### config.mk
export PLATFORM = sky130hd
export DESIGN_NAME = operand_fetch_stage
export DESIGN_NICKNAME = d
export VERILOG_FILES = /design/src/rtl/opfetch_pkg.sv /design/src/rtl/regfile_2r1w.sv /design/src/rtl/operand_fetch_stage.sv
export SDC_FILE = /design/constraint.sdc
export NUM_CORES = 2
export LEC_CHECK = 0
export ABC_CLOCK_PERIOD_IN_PS = 4600
export BUFFER_PORTS_ARGS = -buffer_cell sky130_fd_sc_hd__buf_2
export CORE_MARGIN = 2
export CORE_UTILIZATION = 30
export DETAILED_ROUTE_END_ITERATION = 10
export PLACE_DENSITY = 0.52
export SLEW_MARGIN = 20
export SYNTH_ARGS = -nofsm -noshare
export SYNTH_HDL_FRONTEND = slang
export SYNTH_SLANG_ARGS = --single-unit
### constraint.sdc
create_clock -name clk -period 4.6 [get_ports clk]
set_input_delay 0.92 -clock clk [delete_from_list [all_inputs] [get_ports clk]]
set_output_delay 0.92 -clock clk [all_outputs]
set_load 0.02 [all_outputs]
### src/rtl/opfetch_pkg.sv
// opfetch_pkg: shared parameters for the operand-fetch stage.
//   XLEN / NREGS / REG_AW : datapath width, register count, address width
//   ALU_*                 : 4-bit ALU operation codes carried to EX
//   ex_state_t            : EX latch occupancy (EMPTY / FULL)
package opfetch_pkg;
  localparam int XLEN   = 32;
  localparam int NREGS  = 32;
  localparam int REG_AW = $clog2(NREGS);

  localparam logic [3:0] ALU_AND = 4'b0000;
  localparam logic [3:0] ALU_OR  = 4'b0001;
  localparam logic [3:0] ALU_ADD = 4'b0010;
  localparam logic [3:0] ALU_SUB = 4'b0110;

  typedef enum logic {
    EX_EMPTY = 1'b0,
    EX_FULL  = 1'b1
  } ex_state_t;
endpackage

### src/rtl/regfile_2r1w.sv
// regfile_2r1w: integer register file, two combinational read ports and
// one write port. x0 always reads zero and ignores writes.
//   clk, reset_n      : clock, asynchronous active-low reset (clears all)
//   we, waddr, wdata  : write port, applied at the rising edge
//   raddr1 / rdata1   : read port 1 (combinational)
//   raddr2 / rdata2   : read port 2 (combinational)
module regfile_2r1w
  import opfetch_pkg::*;
(
  input  logic              clk,
  input  logic              reset_n,
  input  logic              we,
  input  logic [REG_AW-1:0] waddr,
  input  logic [XLEN-1:0]   wdata,
  input  logic [REG_AW-1:0] raddr1,
  input  logic [REG_AW-1:0] raddr2,
  output logic [XLEN-1:0]   rdata1,
  output logic [XLEN-1:0]   rdata2
);

  logic [XLEN-1:0] regs_q [NREGS];

  genvar gi;
  generate
    for (gi = 0; gi < NREGS; gi++) begin : g_reg
      logic [XLEN-1:0] reg_d;

      if (gi == 0) begin : g_zero
        // x0 is hard-wired; the flop never leaves its reset value.
        always_comb reg_d = '0;
      end else begin : g_gpr
        always_comb begin
          reg_d = regs_q[gi];
          if (we && (waddr == REG_AW'(gi))) reg_d = wdata;
        end
      end

      always_ff @(posedge clk or negedge reset_n) begin
        if (!reset_n) regs_q[gi] <= '0;
        else          regs_q[gi] <= reg_d;
      end
    end
  endgenerate

  assign rdata1 = (raddr1 == '0) ? '0 : regs_q[raddr1];
  assign rdata2 = (raddr2 == '0) ? '0 : regs_q[raddr2];

endmodule

### src/rtl/operand_fetch_stage.sv
// operand_fetch_stage: reads source operands from the register file and
// holds them in an EX-side latch for the ALU, with valid/ready handshakes
// on the decode side (id_*) and the ALU side (ex_*).
//   clk, reset_n         : clock, asynchronous active-low reset
//   id_valid / id_ready  : decode handshake
//   id_rs1, id_rs2, id_rd: source / destination register addresses
//   id_imm, id_alu_src   : immediate and B-operand select (1 = immediate)
//   id_alu_ctrl          : ALU operation code
//   flush                : drop the instruction held in the EX latch
//   wb_en, wb_addr, wb_data : register write-back port
//   ex_valid / ex_ready  : ALU handshake
//   ex_a, ex_b, ex_alu_ctrl, ex_rd : held operands and control
// Build option: define OPFETCH_BYPASS_EN to forward write-back data into
// operands read in the accept cycle and into operands held during a stall.
module operand_fetch_stage
  import opfetch_pkg::*;
(
  input  logic              clk,
  input  logic              reset_n,
  input  logic              id_valid,
  output logic              id_ready,
  input  logic [REG_AW-1:0] id_rs1,
  input  logic [REG_AW-1:0] id_rs2,
  input  logic [REG_AW-1:0] id_rd,
  input  logic [XLEN-1:0]   id_imm,
  input  logic              id_alu_src,
  input  logic [3:0]        id_alu_ctrl,
  input  logic              flush,
  input  logic              wb_en,
  input  logic [REG_AW-1:0] wb_addr,
  input  logic [XLEN-1:0]   wb_data,
  output logic              ex_valid,
  input  logic              ex_ready,
  output logic [XLEN-1:0]   ex_a,
  output logic [XLEN-1:0]   ex_b,
  output logic [3:0]        ex_alu_ctrl,
  output logic [REG_AW-1:0] ex_rd
);

  ex_state_t         state_q, state_d;
  logic [XLEN-1:0]   ex_a_q, ex_a_d;
  logic [XLEN-1:0]   ex_b_q, ex_b_d;
  logic [3:0]        ex_alu_ctrl_q, ex_alu_ctrl_d;
  logic [REG_AW-1:0] ex_rd_q, ex_rd_d;

  logic [XLEN-1:0] rf_rdata1, rf_rdata2;
  logic [XLEN-1:0] rs1_val, rs2_val;
  logic            accept;

  regfile_2r1w u_regfile (
    .clk    (clk),
    .reset_n(reset_n),
    .we     (wb_en),
    .waddr  (wb_addr),
    .wdata  (wb_data),
    .raddr1 (id_rs1),
    .raddr2 (id_rs2),
    .rdata1 (rf_rdata1),
    .rdata2 (rf_rdata2)
  );

  assign id_ready = !flush && ((state_q == EX_EMPTY) || ex_ready);
  assign accept   = id_valid && id_ready;

`ifdef OPFETCH_BYPASS_EN
  // Source addresses and B-source kind of the held instruction, kept only
  // so in-stall write-backs can find the operands they must refresh.
  logic [REG_AW-1:0] ex_rs1_q, ex_rs1_d;
  logic [REG_AW-1:0] ex_rs2_q, ex_rs2_d;
  logic              b_is_reg_q, b_is_reg_d;
  logic              wb_live;

  assign wb_live = wb_en && (wb_addr != '0);
  // A write landing in the accept cycle is not yet in the array.
  assign rs1_val = (wb_live && (wb_addr == id_rs1)) ? wb_data : rf_rdata1;
  assign rs2_val = (wb_live && (wb_addr == id_rs2)) ? wb_data : rf_rdata2;
`else
  assign rs1_val = rf_rdata1;
  assign rs2_val = rf_rdata2;
`endif

  always_comb begin
    state_d       = state_q;
    ex_a_d        = ex_a_q;
    ex_b_d        = ex_b_q;
    ex_alu_ctrl_d = ex_alu_ctrl_q;
    ex_rd_d       = ex_rd_q;
`ifdef OPFETCH_BYPASS_EN
    ex_rs1_d      = ex_rs1_q;
    ex_rs2_d      = ex_rs2_q;
    b_is_reg_d    = b_is_reg_q;
`endif

    // accept already excludes flush, so flush wins over any load.
    case (state_q)
      EX_EMPTY: if (accept) state_d = EX_FULL;
      EX_FULL: begin
        if (flush)                    state_d = EX_EMPTY;
        else if (ex_ready && !accept) state_d = EX_EMPTY;
      end
      default: state_d = EX_EMPTY;
    endcase

    if (accept) begin
      ex_a_d        = rs1_val;
      ex_b_d        = id_alu_src ? id_imm : rs2_val;
      ex_alu_ctrl_d = id_alu_ctrl;
      ex_rd_d       = id_rd;
`ifdef OPFETCH_BYPASS_EN
      ex_rs1_d      = id_rs1;
      ex_rs2_d      = id_rs2;
      b_is_reg_d    = !id_alu_src;
`endif
    end
`ifdef OPFETCH_BYPASS_EN
    else if (state_q == EX_FULL) begin
      // Keep held operands coherent with writes arriving while stalled.
      if (wb_live && (wb_addr == ex_rs1_q))               ex_a_d = wb_data;
      if (wb_live && b_is_reg_q && (wb_addr == ex_rs2_q)) ex_b_d = wb_data;
    end
`endif
  end

  always_ff @(posedge clk or negedge reset_n) begin
    if (!reset_n) begin
      state_q       <= EX_EMPTY;
      ex_a_q        <= '0;
      ex_b_q        <= '0;
      ex_alu_ctrl_q <= ALU_AND;
      ex_rd_q       <= '0;
    end else begin
      state_q       <= state_d;
      ex_a_q        <= ex_a_d;
      ex_b_q        <= ex_b_d;
      ex_alu_ctrl_q <= ex_alu_ctrl_d;
      ex_rd_q       <= ex_rd_d;
    end
  end

`ifdef OPFETCH_BYPASS_EN
  always_ff @(posedge clk or negedge reset_n) begin
    if (!reset_n) begin
      ex_rs1_q   <= '0;
      ex_rs2_q   <= '0;
      b_is_reg_q <= 1'b0;
    end else begin
      ex_rs1_q   <= ex_rs1_d;
      ex_rs2_q   <= ex_rs2_d;
      b_is_reg_q <= b_is_reg_d;
    end
  end
`endif

  assign ex_valid    = (state_q == EX_FULL);
  assign ex_a        = ex_a_q;
  assign ex_b        = ex_b_q;
  assign ex_alu_ctrl = ex_alu_ctrl_q;
  assign ex_rd       = ex_rd_q;

endmodule

==> flow_summary.ini <==
[run_status]
outcome = completed

[place]
gp_congestion = 0.802
place_hpwl_um = 120000
place_area_um2 = 60100
port_buffers = 169
dp.cells = 6296

[yosys]
dominantRegCellSynth = dfrtp_1
synthTopCellsByArea = dfrtp_1 (48%), mux2_2 (21%), mux4_2 (15%)
synth-xor-area-share = 0
syn_nets = 4003
synthMuxAreaShare = 0.398
netlist.area_leader.share = 0.476
avgSynthCellArea_um2 = 14.3
yosys.area.top_type = dfrtp_1
ys_ff_latch = 1066
synth_fa_ha_area_frac = 0
synth_top_family_by_area = multiplexers
synth_top_cells_by_count = dfrtp_1 (1066), mux2_2 (1059), mux4_2 (378), clkbuf_1 (230), mux2i_1 (178)
synth_enable_flop_cells = 0
synth_compound_area_frac = 0.0626
yosys.area_share.simple = 0.0297
syn-cell-area_um2 = 56000
ys_seq_area_frac = 0.476
ys_warn_count = 0
synth_most_common_cell = dfrtp_1
syn_inst = 3908
synthArstFlopShare = 1.00
synthDistinctLibCells = 53

[clock_tree]
clock_path_buffers = 3
cts_setup_buffers = 0
htree_levels = 3
clk_pin_slew_ns = 0.06
insertion_delay_ns = 0.77
cts.repair.resized = 0
cts.sinks = 1066
tritoncts = done
cts_root_buf = clkbuf_16
numCtsBuffers = 119
cts_hold_buffers = 0

[pwr]
switching_share = 0.280
switching_power_mw = 7.94
p_int_mw = 20.5
pwr-share-comb = 0.195
clock_power_share = 0.362
peakVddDrop_mv = 0.312
power_density_nw_per_um2 = 442
p_leak_nw = 27.6
power_frac_seq = 0.443

[timing]
slew_headroom = 0.226
setup_viol = 0
rsz0062_at_grt = false
fin_skew_ns = 0.0578
setup_tns_ns = 0
finalMaxSlewViolations = 0
hold_violations = 0
min_period_ns = 2.83
worst_pin_slew_ns = 1.16
min_period_over_period = 0.615
max_freq_mhz = 354

[floorplan]
start_util = 0.302
ios = 170
die_area_um2 = 190000
row_count = 158
core_region_area_um2 = 185000
die_w_um = 436
die-height_um = 436

[critical_path]
worstSetupPathType = in -> reg
critical_path_arrival_ns = 3.48
end_kind = flip-flop
start_kind = primary input
path_max_fanout = 39
rrSetupSlack_ns = 2.01
crit_required_ns = 5.25

[global_routing]
grt_max_degree = 133
grt_pass1_wl_um = 288000
antenna_found_initial = 15
overflow = 0
track_usage = 0.207
grt_pass1_vias = 37806

[route]
wire_per_inst_um = 30.6
drc = 0
first_iter_violations = 3079
vias = 36948
via_per_inst = 5.66
antenna_left = 0
finalWirelength_um = 200000
first_pass_iters = 5

[cells_and_area]
drive_gt1_frac = 0.505
fin_cells = 6523
nNetsFinal = 4032
design_area_um2 = 64300
final_util = 0.347
syn2layout_area_growth_pct = 14.8

[flow_run]
max_cap_violations = 0

[hold_path]
hold_path_class = in -> async
-- worst max-delay path, stage by stage --
cell and delay [ns]:
buf_6 0.38, or2_2 0.83, buf_4 0.37, a221oi_1 0.07
o21ai_0 0.27, o221ai_1 0.22, o31ai_1 0.29
-- power by group through the flow --
| stage | clock [mW] | combinational, mW | sequential [mW] |
|---|---|---|---|
| 2_1_floorplan | 0 | 4.03 | 12.3 |
| 3_3_place_gp | 0 | 5.47 | 12.7 |
| 3_5_place_dp | 0 | 5.56 | 12.7 |
| 4_1_cts | 10.5 | 5.57 | 12.6 |
| 5_1_grt | 10.9 | 5.94 | 12.8 |
| 6_report | 10.3 | 5.53 | 12.6 |
-- area by class of cell --
class	instances	area, um2
tap	2480	3100
inverter	3	13.8
antenna	1	2.50
timing repair buffer	323	2540
clock buffer	177	3630
multi-input combinational	2424	27700
fill	18091	121000
clock inverter	49	628
sequential	1066	26700
-- sequential cells by signal, summed over array words and instances (netlist names) --
signal            cells
u_regfile.regs_q    992
ex_a                 32
ex_b                 32
ex_rd                 5
ex_alu_ctrl           4
ex_valid              1
-- layer usage --
metal,routed length (um),vias up,global-route usage
met4,6960,12,0.0708
met2,97500,1173,0.346
li1,-,15250,-
met1,84800,20183,0.274
met5,87,-,0
met3,10300,330,0.0309
-- cells by family after synthesis --
logic type / after synthesis
compound gates: 476
simple gates: 326
mux: 1622
flops: 1066
buf+inv: 418
-- placed cells by master, fill, tap and decap left out, types with 38 or more instances in the layout --
master	instances
a21oi_1	90
a221oi_1	78
buf_12	38
buf_2	161
buf_4	117
clkbuf_16	120
clkbuf_8	41
dfrtp_1	1066
mux2_2	1059
mux2i_1	178
mux4_2	378
nand2_1	77
nor2b_1	51
o21ai_0	43
o221ai_1	85
-- worst paths after layout --
| check | depth (start not counted) | from | to |
|---|---|---|---|
| worst max-delay path | 7 | id_rs2[2] | ex_b[8]$_DFFE_PN0P_ |
| worst min-delay path | 1 | reset_n | u_regfile.regs_q[322]$_DFFE_PN0P_ |
| worst max register to register | 6 | ex_valid$_DFF_PN0_ | ex_b[20]$_DFFE_PN0P_ |
| worst min register to register | 2 | ex_alu_ctrl[0]$_DFFE_PN0P_ | ex_alu_ctrl[0]$_DFFE_PN0P_ |
| max in group asynchronous | 3 | reset_n | ex_alu_ctrl[0]$_DFFE_PN0P_ |
| min in group clk | 2 | flush | ex_valid$_DFF_PN0_ |
-- through the flow --
stage / hold WS [ns] / setup slack [ns] / power (mW)
detailed placement: 0.461 / 1.02 / 18.3
global placement: 0.454 / 1.05 / 18.1
floorplan: 0.470 / 1.88 / 16.4
finish: 0.0952 / 1.77 / 28.4
CTS: 0.0724 / 1.84 / 28.6
global route: 0.0967 / 1.79 / 29.7
(Power assumes the default switching activity.)
